==> src/rtl/arbiter_rr_n.sv <==
// N-requester round-robin arbiter with registered one-hot grant and an optional
// grant-hold limit that forces rotation when a long-running owner starves others.
module arbiter_rr_n #(
    parameter  int N        = 4,
    parameter  int MAX_HOLD = 8,
    localparam int IDW      = (N > 1) ? $clog2(N) : 1
) (
    input  logic           clk,
    input  logic           rst,
    input  logic [N-1:0]   request,
    output logic [N-1:0]   grant,
    output logic [IDW-1:0] grant_id,
    output logic           grant_valid,
    output logic           expired
);

    localparam int HW = (MAX_HOLD > 0) ? $clog2(MAX_HOLD + 1) : 1;

    typedef enum logic [0:0] {
        S_IDLE  = 1'b0,
        S_GRANT = 1'b1
    } state_t;

    state_t         state_q, state_d;
    logic [IDW-1:0] ptr_q, ptr_d;
    logic [IDW-1:0] owner_q, owner_d;
    logic [HW-1:0]  hold_q, hold_d;
    logic [N-1:0]   grant_q, grant_d;
    logic           valid_q, valid_d;
    logic           expired_q, expired_d;
    logic [N-1:0]   others_s;
    logic [IDW-1:0] next_ptr_s;

    // First requester at or after start, walking upward modulo N.
    function automatic logic [IDW-1:0] search(input logic [N-1:0] req, input logic [IDW-1:0] start);
        logic [IDW-1:0] idx;
        logic [IDW-1:0] jj;
        logic           found;
        int             j;
        idx   = '0;
        found = 1'b0;
        for (int k = 0; k < N; k++) begin
            j = int'(start) + k;
            if (j >= N) begin
                j = j - N;
            end else begin
                j = j;
            end
            jj = IDW'(j);
            if (!found && req[jj]) begin
                idx   = jj;
                found = 1'b1;
            end else begin
                found = found;
            end
        end
        return idx;
    endfunction

    function automatic logic [IDW-1:0] wrap_inc(input logic [IDW-1:0] i);
        int t;
        t = int'(i) + 1;
        if (t >= N) begin
            t = 0;
        end else begin
            t = t;
        end
        return IDW'(t);
    endfunction

    assign others_s   = request & ~grant_q;
    assign next_ptr_s = wrap_inc(owner_q);

    // Next-state: grant selection, release handover, forced rotation and hold counting.
    always_comb begin
        state_d   = state_q;
        ptr_d     = ptr_q;
        owner_d   = owner_q;
        hold_d    = hold_q;
        valid_d   = valid_q;
        expired_d = 1'b0;
        case (state_q)
            S_IDLE: begin
                if (|request) begin
                    state_d = S_GRANT;
                    owner_d = search(request, ptr_q);
                    hold_d  = HW'(1);
                    valid_d = 1'b1;
                end else begin
                    owner_d = '0;
                    valid_d = 1'b0;
                end
            end
            S_GRANT: begin
                if (!request[owner_q]) begin
                    ptr_d = next_ptr_s;
                    if (|request) begin
                        owner_d = search(request, next_ptr_s);
                        hold_d  = HW'(1);
                        valid_d = 1'b1;
                    end else begin
                        state_d = S_IDLE;
                        owner_d = '0;
                        hold_d  = '0;
                        valid_d = 1'b0;
                    end
                end else if ((MAX_HOLD != 0) && (hold_q == HW'(MAX_HOLD)) && (|others_s)) begin
                    ptr_d     = next_ptr_s;
                    owner_d   = search(others_s, next_ptr_s);
                    hold_d    = HW'(1);
                    expired_d = 1'b1;
                end else if ((MAX_HOLD != 0) && (hold_q < HW'(MAX_HOLD))) begin
                    hold_d = hold_q + HW'(1);
                end else begin
                    hold_d = hold_q;
                end
            end
            default: begin
                state_d = S_IDLE;
                owner_d = '0;
                hold_d  = '0;
                valid_d = 1'b0;
            end
        endcase
        if (valid_d) begin
            grant_d = {{(N-1){1'b0}}, 1'b1} << owner_d;
        end else begin
            grant_d = '0;
        end
    end

    // State and output registers with synchronous reset.
    always_ff @(posedge clk) begin
        if (rst) begin
            state_q   <= S_IDLE;
            ptr_q     <= '0;
            owner_q   <= '0;
            hold_q    <= '0;
            grant_q   <= '0;
            valid_q   <= 1'b0;
            expired_q <= 1'b0;
        end else begin
            state_q   <= state_d;
            ptr_q     <= ptr_d;
            owner_q   <= owner_d;
            hold_q    <= hold_d;
            grant_q   <= grant_d;
            valid_q   <= valid_d;
            expired_q <= expired_d;
        end
    end

    assign grant       = grant_q;
    assign grant_id    = owner_q;
    assign grant_valid = valid_q;
    assign expired     = expired_q;

endmodule

==> config.mk <==
export PLATFORM = sky130hd
export DESIGN_NAME = arbiter_rr_n
export DESIGN_NICKNAME = d
export VERILOG_FILES = /design/src/rtl/arbiter_rr_n.sv
export SDC_FILE = /design/constraint.sdc
export NUM_CORES = 1
export LEC_CHECK = 0
export ABC_AREA = 1
export BUFFER_PORTS_ARGS = -buffer_cell sky130_fd_sc_hd__buf_4
export CAP_MARGIN = 0
export CORE_ASPECT_RATIO = 2
export CORE_MARGIN = 5
export CORE_UTILIZATION = 25
export DETAILED_ROUTE_END_ITERATION = 8
export PLACE_DENSITY = 0.38
export SLEW_MARGIN = 5
export SYNTH_ARGS = -nofsm -noshare
export SYNTH_HDL_FRONTEND = slang
export SYNTH_SLANG_ARGS = --single-unit
==> constraint.sdc <==
create_clock -name clk -period 2.2 [get_ports clk]
set_input_delay 0 -clock clk [delete_from_list [all_inputs] [get_ports clk]]
set_output_delay 0 -clock clk [all_outputs]
set_load 0.02 [all_outputs]
==> summary.txt <==
Clock tree
  – Cts bufs inserted: 3
  – Root buf cell: clkbuf_16
  – Clk Latency, worst-skew pair: 250 ps
  – TritonCTS clock tree: yes
  – H-tree lvl count: 1
  – Setup bufs post-CTS: 0
  – Clk buf depth: 2
  – Clock transition at path regs: 50 ps
  – CTS sink cnt: 15

Drt
  – Vias: 1,668
  – Iteration-0 DRC Markers: 74
  – Via/cell ratio: 4.75
  – Antenna Nets Post-Route: 0
  – Drt drc: 0
  – DRT Wirelength: 5.17 mm
  – WL/cell: 14.7 um
  – Detailed Routing Iterations Pass 1: 4

Critical path
  – R2R Path Start: grant_id[0]
  – WP data required: 2370 ps
  – Reg2reg setup slack: 250 ps
  – Critical Path End Type: flop
  – Worst setup SP type: flop
  – Critical path type: reg -> reg
  – Reg2reg end: grant[3]
  – Worst path arrival time: 2120 ps
  – Worst R2R Path Depth: 13
  – Critical path peak fanout: 11

STA
  – Fin Hold WS: 306 ps
  – Actual slew at the worst max-slew pin: 359 ps
  – Final setup vio count: 0
  – Slew HR: 75.8%
  – Minimum clock period: 1950 ps
  – Unrepaired setup endpoints after global routing: false
  – Achievable Freq: 0.513 GHz
  – Fin crit share: 88.7%
  – Clock Skews: 1.94 ps
  – Slew Limit Fails: 0
  – Final Hold Viols: 0
  – Setup TNS: 0 ps

Hold path
  – Hold Path Sink: state_q
  – Hold Startpoint: request[1]
  – Hold path depth: 5
  – HP Class: in -> reg

Synth
  – Synth async-reset ratio: 0%
  – Cells after synthesis: 269
  – Mapped Area: 1550 sq um
  – Post-synth top cells: nand2_1 (106), nor2_1 (26), inv_1 (24)
  – Count of different cell masters after synthesis: 28
  – Post-synth EDFFs: 0
  – Flops & latches, synth: 15
  – Count leader, synth: nand2_1
  – Mapped Nets: 278
  – Post-synth top area share: 25.6%
  – Synth area leader: nand2_1
  – Synth area leaders: nand2_1 (26%), dfxtp_1 (19%), nor2_1 (6.3%)
  – Sequential share of the synthesized area: 19.4%
  – Syn Area/Cell: 5.77 sq um
  – Ys flop type: dfxtp_1
  – Yosys warnings: 0

Global routing
  – Initial antenna violation count: 0
  – First-pass GRT wire length: 8.30 mm
  – All-layer global routing usage: 13.7%
  – Total grt overflow: 0
  – Largest net degree at the start of global routing: 13
  – Number of global-route vias before repair: 1,622

Pwr
  – Reg power frac: 12.9%
  – P_int: 0.00137 W
  – Clk network pwr share: 11.6%
  – Leakage power figure: 0.933 nW
  – Pwr dens: 1710 nW/um^2
  – Logic pwr share: 75.5%
  – Switching Share: 56.2%
  – Switching power: 0.00176 W
  – Max IR drop VDD: 0.389 mV

Die
  – Die Span Y: 121 um
  – Die area: 7980 sq um
  – I/O pins: 14
  – # rows: 40
  – Initial core utilization: 25.8%
  – Chip width: 65.7 um
  – Core Region: 6010 sq um

Placement
  – Placer congestion estimate: 0.761
  – Port Buffers: 13
  – Detail Placement HPWL: 4.29 mm

Final layout
  – Share of cells above drive strength 1: 20.5%
  – Antenna cell count: 0
  – # fillers: 703
  – Layout Nets: 298
  – Area grow syn2layout: 17.9%

Run status
  – Status: finished clean

Job
  – Max Cap Viol: 0
[critical path, cell delays in order, from the launching register on]
cell and delay (ps):
dfxtp_1 380, ha_4 190, inv_1 70, nand2_4 160, nand2_4 70, nand2_4 90
nand2_1 120, o21ai_0 180, nand3_1 120, nand2_1 100, nand2_2 80, nand3_1 100
nand2_1 70, nor2_1 140
[cell usage in the layout (no fill, tap or decap), drive strengths merged]
cell / netlist / routed
nand3b: 1 / 1
o31a: 1 / 1
clkbuf: 0 / 3
ha: 3 / 3
a31oi: 2 / 2
nand4: 4 / 4
o21bai: 1 / 1
nand3: 21 / 21
inv: 30 / 30
nor3: 2 / 2
buf: 5 / 18
o21ai: 15 / 15
a21oi: 12 / 12
o21a: 1 / 1
clkinv: 0 / 1
nor2: 31 / 32
a21boi: 1 / 1
dlygate4sd3: 0 / 1
dfxtp: 15 / 15
nand2: 124 / 124
[area by class of cell]
cell class              instances  area, sq um  area share (%)
repair buffers                 19          149            8.14
well taps                      63         78.8            4.31
clock buffers                   3         75.1            4.10
flip-flops and latches         15          300            16.4
clock inverters                 1         5.00           0.274
multi-input cells             220         1110            60.5
inverters                      30          115            6.29
[metrics by stage]
step           util (%)  worst slack [ps]  total power (W)  cells  area [sq um]
6_report           30.5               250          0.00313    351          1830
5_1_grt            30.5              28.1          0.00346    351          1830
2_1_floorplan         -               245          0.00217    269          1550
3_5_place_dp       28.6               105          0.00273    345          1720
4_1_cts            30.1              96.8          0.00310    350          1810
3_3_place_gp       28.6              91.5          0.00277    345          1720
[kinds of logic after synthesis]
kind of cell	synth area share (%)
compound gates	12.7
flops	19.4
buf+inv	10.6
simple gates	54.9
fa+ha+maj	2.42
[sequential cells by signal, summed over array words and instances, names as in the netlist]
signal / flops
ptr_q: 2
grant_valid: 1
grant_id: 2
state_q: 1
grant: 4
hold_q: 4
expired: 1
[repair_timing]
item,CTS,global route
setup endpoints to repair,0,5
gates resized for setup,0,3
hold buffers,1,0
hold endpoints to repair,5,0
[power by group through the flow]
stage                     Combinational, W  Clock, W  Sequential [W]
final                              0.00236  0.000363        0.000404
after global routing               0.00267  0.000384        0.000413
after CTS                          0.00234  0.000369        0.000397
after detailed placement           0.00233         0        0.000402
after global placement             0.00236         0        0.000404
after floorplan                    0.00174         0        0.000435
[routing by layer]
layer	GRT usage [%]	routed length, um	vias to the layer above
li1	-	-	891
met1	13.3	1770	735
met2	27.7	3120	28
met3	1.02	92	14
met4	5.84	183	0
met5	0	0	-
[worst max path at each step]
stage	depth (start not counted)	slack (ps)	end	start
6_report	13	250	grant[3]	grant_id[0]
4_1_cts	13	100	grant[3]	grant_id[1]
3_3_place_gp	12	90	grant[3]	grant_id[0]
2_1_floorplan	14	240	grant[1]	grant_id[0]
5_1_grt	14	30	grant[3]	grant_id[0]
3_5_place_dp	11	110	grant[3]	grant_id[1]
No activity file was read; power rests on OpenSTA's default activity.
